===== src/rtl/wb_b3_burst_master.sv =====
// Wishbone B3 initiator: turns one command into a classic single cycle or an
// incrementing burst (linear or 4/8/16-beat wrap), streaming write/read data.
module wb_b3_burst_master #(
    parameter int dw    = 32,
    parameter int aw    = 32,
    parameter int len_w = 4
) (
    input  logic              wb_clk_i,
    input  logic              wb_rst_n_i,
    // command channel
    input  logic              cmd_valid_i,
    output logic              cmd_ready_o,
    input  logic [aw-1:0]     cmd_adr_i,
    input  logic              cmd_we_i,
    input  logic [len_w-1:0]  cmd_len_i,
    input  logic [1:0]        cmd_bte_i,
    // write data stream
    input  logic [dw-1:0]     wdat_i,
    input  logic              wdat_valid_i,
    output logic              wdat_ready_o,
    // read data stream and completion
    output logic [dw-1:0]     rdat_o,
    output logic              rdat_valid_o,
    output logic              done_o,
    output logic              err_o,
    // Wishbone master side
    output logic [aw-1:0]     wb_adr_o,
    output logic [dw-1:0]     wb_dat_o,
    output logic [dw/8-1:0]   wb_sel_o,
    output logic              wb_we_o,
    output logic [1:0]        wb_bte_o,
    output logic [2:0]        wb_cti_o,
    output logic              wb_cyc_o,
    output logic              wb_stb_o,
    input  logic [dw-1:0]     wb_dat_i,
    input  logic              wb_ack_i,
    input  logic              wb_err_i,
    input  logic              wb_rty_i
);

    localparam int bpw = dw / 8;

    typedef enum logic {
        IDLE,
        BURST
    } state_t;

    state_t            state_q, state_d;
    logic [aw-1:0]     adr_q;
    logic              we_q;
    logic [1:0]        bte_q;
    logic [len_w-1:0]  cnt_q;
    logic              classic_q;
    logic [dw-1:0]     rdat_q;
    logic              rdat_valid_q;
    logic              done_q;
    logic              err_q;

    logic              cmd_accept;
    logic              stb;
    logic              abort;
    logic              beat_ack;
    logic              last_ack;
    logic [aw-1:0]     adr_inc;
    logic [aw-1:0]     wrap_mask;
    logic [aw-1:0]     adr_nxt;

    assign cmd_accept = cmd_valid_i & (state_q == IDLE);
    assign stb        = (state_q == BURST) & (~we_q | wdat_valid_i);
    // err/rty outrank a simultaneous ack; acks without stb are ignored
    assign abort      = stb & (wb_err_i | wb_rty_i);
    assign beat_ack   = stb & wb_ack_i & ~abort;
    assign last_ack   = beat_ack & (cnt_q == '0);

    // Wrap bursts only advance the low word-index bits inside the wrap window
    always_comb begin
        adr_inc   = adr_q + aw'(bpw);
        wrap_mask = '0;
        case (bte_q)
            2'b01:   wrap_mask = aw'(4 * bpw - 1);
            2'b10:   wrap_mask = aw'(8 * bpw - 1);
            2'b11:   wrap_mask = aw'(16 * bpw - 1);
            default: wrap_mask = '0;
        endcase
        if (bte_q == 2'b00) begin
            adr_nxt = adr_inc;
        end else begin
            adr_nxt = (adr_q & ~wrap_mask) | (adr_inc & wrap_mask);
        end
    end

    always_ff @(posedge wb_clk_i or negedge wb_rst_n_i) begin
        if (!wb_rst_n_i) begin
            state_q <= IDLE;
        end else begin
            state_q <= state_d;
        end
    end

    always_comb begin
        state_d     = state_q;
        cmd_ready_o = 1'b0;
        wb_cyc_o    = 1'b0;
        wb_stb_o    = 1'b0;
        wb_we_o     = 1'b0;
        wb_sel_o    = '0;
        wb_cti_o    = 3'b000;
        wb_bte_o    = 2'b00;
        case (state_q)
            IDLE: begin
                cmd_ready_o = 1'b1;
                if (cmd_valid_i) begin
                    state_d = BURST;
                end
            end
            BURST: begin
                wb_cyc_o = 1'b1;
                wb_stb_o = stb;
                wb_we_o  = we_q;
                wb_sel_o = '1;
                if (!classic_q) begin
                    wb_bte_o = bte_q;
                    wb_cti_o = (cnt_q == '0) ? 3'b111 : 3'b010;
                end
                if (last_ack || abort) begin
                    state_d = IDLE;
                end
            end
            default: state_d = IDLE;
        endcase
    end

    always_ff @(posedge wb_clk_i or negedge wb_rst_n_i) begin
        if (!wb_rst_n_i) begin
            adr_q     <= '0;
            we_q      <= 1'b0;
            bte_q     <= 2'b00;
            cnt_q     <= '0;
            classic_q <= 1'b0;
        end else if (cmd_accept) begin
            adr_q     <= cmd_adr_i;
            we_q      <= cmd_we_i;
            bte_q     <= cmd_bte_i;
            cnt_q     <= cmd_len_i;
            classic_q <= (cmd_len_i == '0);
        end else if (beat_ack) begin
            adr_q     <= adr_nxt;
            cnt_q     <= cnt_q - 1'b1;
        end
    end

    always_ff @(posedge wb_clk_i or negedge wb_rst_n_i) begin
        if (!wb_rst_n_i) begin
            rdat_q       <= '0;
            rdat_valid_q <= 1'b0;
            done_q       <= 1'b0;
            err_q        <= 1'b0;
        end else begin
            rdat_valid_q <= beat_ack & ~we_q;
            if (beat_ack && !we_q) begin
                rdat_q <= wb_dat_i;
            end
            done_q <= last_ack | abort;
            err_q  <= abort;
        end
    end

    assign wb_adr_o     = adr_q;
    assign wb_dat_o     = wdat_i;
    assign wdat_ready_o = beat_ack & we_q;
    assign rdat_o       = rdat_q;
    assign rdat_valid_o = rdat_valid_q;
    assign done_o       = done_q;
    assign err_o        = err_q;

endmodule

===== config.mk =====
export PLATFORM = sky130hd
export DESIGN_NAME = wb_b3_burst_master
export DESIGN_NICKNAME = d
export VERILOG_FILES = /design/src/rtl/wb_b3_burst_master.sv
export SDC_FILE = /design/constraint.sdc
export NUM_CORES = 1
export LEC_CHECK = 0
export BUFFER_PORTS_ARGS = -buffer_cell sky130_fd_sc_hd__buf_2
export CAP_MARGIN = 15
export CORE_ASPECT_RATIO = 0.7
export CORE_MARGIN = 5
export CORE_UTILIZATION = 48
export CTS_CLUSTER_SIZE = 24
export DETAILED_ROUTE_END_ITERATION = 8
export GPL_TIMING_DRIVEN = 0
export PLACE_DENSITY = 0.94
export SYNTH_ARGS = -nofsm -noshare
export SYNTH_HDL_FRONTEND = slang
export SYNTH_SLANG_ARGS = --single-unit

===== constraint.sdc =====
create_clock -name wb_clk_i -period 3.4 [get_ports wb_clk_i]
set_input_delay 0.34 -clock wb_clk_i [delete_from_list [all_inputs] [get_ports wb_clk_i]]
set_output_delay 0.34 -clock wb_clk_i [all_outputs]
set_load 0.03 [all_outputs]

=== After elaboration in Yosys (flattened, before gate mapping) ===
Index checks and enable logic that the tools add are counted.

* Flip-flop bits (word level): 76
* Bits in latches: 0
* RAM bits: 0
* ROM bits: 0
* Logic and storage cells: 59
* Memories kept: 0

* $add $sub $neg: 2
* $mul: 0
* Div/mod/pow operators: 0
* Order comparisons: 0
* Equality and inequality tests: 3
* Shift-type cells: 0
* Multiplexer cells: 19
* Bitwise operators: 18
* Reductions and logical operators: 7

{| class="wikitable"
|+ Operators by type and width
! kind !! number
|-
| 2-to-1 mux 32 bit || 3
|-
| bitwise AND 32 bit || 2
|-
| adder 32 x 3 -> 32 bit (second input constant) || 1
|-
| NOT 32 bit || 1
|-
| bitwise OR 32 bit || 1
|-
| one-hot mux 6 bit (3 select lines) || 1
|-
| 2-to-1 mux 4 bit || 3
|-
| 2-to-1 mux 3 bit || 3
|-
| bitwise AND 1 bit || 8
|-
| zero test 4 bit || 2
|-
| 2-to-1 mux 1 bit || 6
|-
| == test 2 bit (second input constant) || 2
|-
| 2-to-1 mux 2 bit || 2
|-
| subtractor 4 x 1 -> 4 bit (second input constant) || 1
|-
| NOT 1 bit || 3
|-
| bitwise OR 1 bit || 3
|-
| == test 2 x 1 -> 1 bit (second input constant) || 1
|-
| zero test 2 bit || 1
|-
| one-hot mux 1 bit (2 select lines) || 1
|-
| nonzero test 2 bit || 1
|-
| logical AND 1 bit || 1
|-
| zero test 1 bit || 1
|-
| logical OR 1 bit || 1
|}

=== Longest topological paths before layout ===
* Depth in word-level cells: 10
* Depth in mapped cells: 7
* Depth with buffers taken out: 6

=== Least setup slack after synthesis ===
Ideal clock, no wire load.

* Kind: flip-flop to flip-flop
* Start point: reg adr_q[6] (netlist: wb_adr_o[6])
* End point: reg adr_q[27] (netlist: wb_adr_o[27])
* Library setup time: 69 ps
* Arrival time: 2489 ps
* Data required time: 3331 ps
* Slack: 842 ps
* Stages on the path, launching flop included: 8
* Buffers on the path: 2
* Cells stage by stage: dfrtp_1 > buf_4 > nand4_1 > or4_1 > buf_2 > or4_4 > or4_1 > nand3_1

* Cells in the longest elaborated chain, start to end: 6

{| class="wikitable"
|+ Ends and longest elaborated chain
! what !! RTL line !! RTL
|-
| start, declared || 49 || <nowiki>logic [aw-1:0] adr_q;</nowiki>
|-
| start signal, assigned || 141 || <nowiki>adr_q <= cmd_adr_i;</nowiki>
|-
| start signal, assigned || 147 || <nowiki>adr_q <= adr_nxt;</nowiki>
|-
| adder 32 x 3 -> 32 bit * || 77 || <nowiki>adr_inc = adr_q + aw'(bpw);</nowiki>
|-
| bitwise AND 32 bit || 88 || <nowiki>adr_nxt = (adr_q & ~wrap_mask) | (adr_inc & wrap_mask);</nowiki>
|-
| bitwise OR 32 bit || 88 ||
|-
| 2-to-1 mux 32 bit * || 85 || <nowiki>if (bte_q == 2'b00) begin</nowiki>
|-
| 2-to-1 mux 32 bit * || 146 || <nowiki>end else if (beat_ack) begin</nowiki>
|-
| 2-to-1 mux 32 bit * || 140 || <nowiki>end else if (cmd_accept) begin</nowiki>
|}

Mark *: on every way between the ends. The rest lies on a longest branch, timed or not. The select of a mux whose other input is x is not followed.
A chain may end at the register's enable or synchronous reset.

=== Worst setup path in the final report ===
* Start point: reg adr_q[7] (netlist: wb_adr_o[7])
* End point: reg adr_q[27] (netlist: wb_adr_o[27])

The elaborated chain is that of the path after synthesis.

==> flow_summary.ini <==
[final_layout]
layout_common_cells = buf_2, dfrtp_1, nand2_1
antenna_cells = 0
final.fill_count = 640
syn_to_final_growth_pct = 35.4
stdcell_area_sq_um = 5320
fin_util_pct = 67.3
layoutNonFillerInstCount = 707
layout.cells.most_common = buf_2
layout.nets = 713
drive_above_1_share_pct = 46.4

[timing]
period_needed_ns = 2.58
maxSlewViolCount = 0
period_share_pct = 75.9
fin_worst_skew_ns = 0.0107
rsz0062_at_grt = no
max_slew_margin_pct = 59.0
fmax_ghz = 0.388
tightest_slew_ns = 0.615
setup-tns-final_ns = 0
hold_viol = 0
setup-violations-final = 0

[global_route]
overflow = 0
track_usage_pct = 24.0
grt_max_degree = 40
grt_pass1_vias = 3886
grt_antenna_before_repair = 0
grt_pass1_wl_microns = 19500

[synth]
syn_area_sq_um = 3930
synth_nets = 510
ys_types = 38
syn_inst = 398
synth-seq-cells = 76
ys_seq_area_share_pct = 48.4
syn_area_per_cell_sq_um = 9.87
yosysWarnings = 0

[power]
power_mw = 5.24
p_clk_share_pct = 17.2
irDropWorstVdd_v = 0.000559
seq_power_share_pct = 33.6
intPower_mw = 2.73
power.density_nw_per_um2 = 984
p_leak_nw = 2.59
p_comb_share_pct = 49.2
switching_share_pct = 47.8
p_sw_mw = 2.50

[placed_design]
post_dp_cell_area_sq_um = 5030
port_buffers = 190
gp_congestion = 0.913
dpl.hpwl_microns = 9780
placed_cells = 690

[floorplanning]
core_area_sq_um = 7910
die-area_sq_um = 10100
ios = 223
fp.dieH_microns = 85.7
rows = 27
die_x_microns = 118
initial_core_util_pct = 49.7

[route]
detail_route.wl_per_cell_microns = 17.9
drtIter0Drc = 319
ant_nets = 0
highest_layer = met4
drc = 0
routed-wl-met2_microns = 6190
firstDrtPassIters = 6
routed_wl_microns = 12700
route.vias.total = 3952
m1WireLength_microns = 4850
routed_via_density = 5.59
wl_met3_microns = 1250

[setup_path]
worstSetupPathType = reg2reg
crit_slowest_cell = or4_1
crit_path_start_kind = flop
cp.arrival_ns = 2.84
worstPathRequired_ns = 3.66
cpPeakStageDelay_ns = 0.56
cpMostUsedCell = or4_1
critical_path.cell_chain = nand4_1, or4_1, buf_2, or4_4, or4_1, nand3_1
cp_max_fo = 8
worstSetupEndpointType = flop

[clock_network]
post_cts_buffers = 0
cts_tree = built
htreeDepth = 3
cts-resized-gates = 0
clk_pin_slew_worst_paths_ns = 0.06
clockBufferDepth = 2
postCtsHoldBufs = 1
clk_latency_ns = 0.33
cts_root_buffer = clkbuf_16
cts_made_buffers = 9
cts.sinks = 76

[run]
cap_violations = 0

[hold_path]
hold_path.class = in2reg

[status]
status = complete, no violations
[synth_stat cells, drive strengths merged]
library cell,instances,area (sq um)
or4,6,48.8
nor2b,1,6.26
nand2,55,206
mux2i,1,10.0
ha,2,25.0
o22ai,1,6.26
buf,39,290
and4,5,43.8
mux2,32,360
a221o,1,10.0
xnor2,16,140
or2,2,12.5
a21oi,14,70.1
a21o,1,7.51
o211ai,2,15.0
o211a,1,10.0
xor2,3,26.3
o221a,3,33.8
a31oi,3,18.8
nand3,16,80.1
o21ai,25,125
o311ai,2,17.5
inv,7,26.3
nand4,9,56.3
nor3,10,50.1
and3,2,12.5
nor3b,1,7.51
clkbuf,18,67.6
a211o,1,8.76
nor2,16,60.1
nor4,13,81.3
nand2b,3,18.8
and2,6,37.5
nor4b,2,17.5
dfrtp,76,1900
or3,3,18.8
[final timing paths]
kind / endpoint / cells past startpoint / from / slack [ns]
setup / recovery: wb_adr_o[27] / 6 / wb_adr_o[7] / 0.82
hold / removal: wb_adr_o[1] / 3 / cmd_adr_i[1] / 0.20
setup reg to reg: wb_adr_o[27] / 6 / wb_adr_o[7] / 0.82
hold reg to reg: wb_adr_o[0] / 2 / wb_adr_o[0] / 0.49
max in group asynchronous: rdat_o[27] / 3 / wb_rst_n_i / 2.24
min in group asynchronous: wb_adr_o[28] / 2 / wb_rst_n_i / 0.58
[per-stage QoR]
stage	worst slack [ns]	hold slack [ns]
6_report	0.819	0.202
5_1_grt	0.747	0.202
4_1_cts	0.886	0.190
3_5_place_dp	0.847	0.345
3_3_place_gp	0.950	0.456
2_1_floorplan	0.842	0.0444
[worst max-delay path, delay by kind of cell (launching register included)]
| family | cells | cell delay [ns] |
|---|---|---|
| simple gates | 5 | 1.84 |
| flops | 1 | 0.48 |
| buf+inv | 1 | 0.19 |
[area by class of cell]
| type | count | area (sq um) | area share (%) |
|---|---|---|---|
| flip-flops and latches | 76 | 1900 | 35.7 |
| multi-input cells | 258 | 1640 | 30.9 |
| repair buffers | 192 | 983 | 18.5 |
| plain buffers | 57 | 358 | 6.72 |
| clock buffers | 15 | 278 | 5.22 |
| well taps | 101 | 126 | 2.37 |
| inverters | 7 | 26.3 | 0.494 |
| clock inverters | 1 | 5.00 | 0.0941 |
[cell families (layout without fill, tap and decap cells)]
group,after synthesis,in the layout,synth area share [%]
muxes,33,33,9.43
AOI/OAI and AO/OA,54,54,8.22
DFF,76,76,48.4
xor gates and xnor gates,19,19,4.24
and+or+nand+nor,150,150,19.3
adders and majority gates,2,2,0.637
buffers and inverters,64,272,9.78
[flip-flops by register name, indices dropped and copies added, names as in the netlist, 2 cells and up, named ones only]
| register | count |
|---|---|
| bte_q | 2 |
| cnt_q | 4 |
| rdat_o | 32 |
| wb_adr_o | 30 |
[power by group through the flow]
stage               Sequential (mW)  Clock [mW]  Combinational [mW]
floorplan                      2.45           0               0.986
global placement               1.71           0                2.50
detailed placement             1.75           0                2.57
CTS                            1.75       0.916                2.58
global route                   1.82       0.970                2.73
finish                         1.76       0.902                2.58
[per-layer routing]
layer  track usage (%)  vias to the layer above
li1                  -                     1766
met1              30.9                     1909
met2              38.5                      242
met3              6.66                       35
met4              9.79                        0
met5                 0                        -
(Power assumes the default switching activity.)
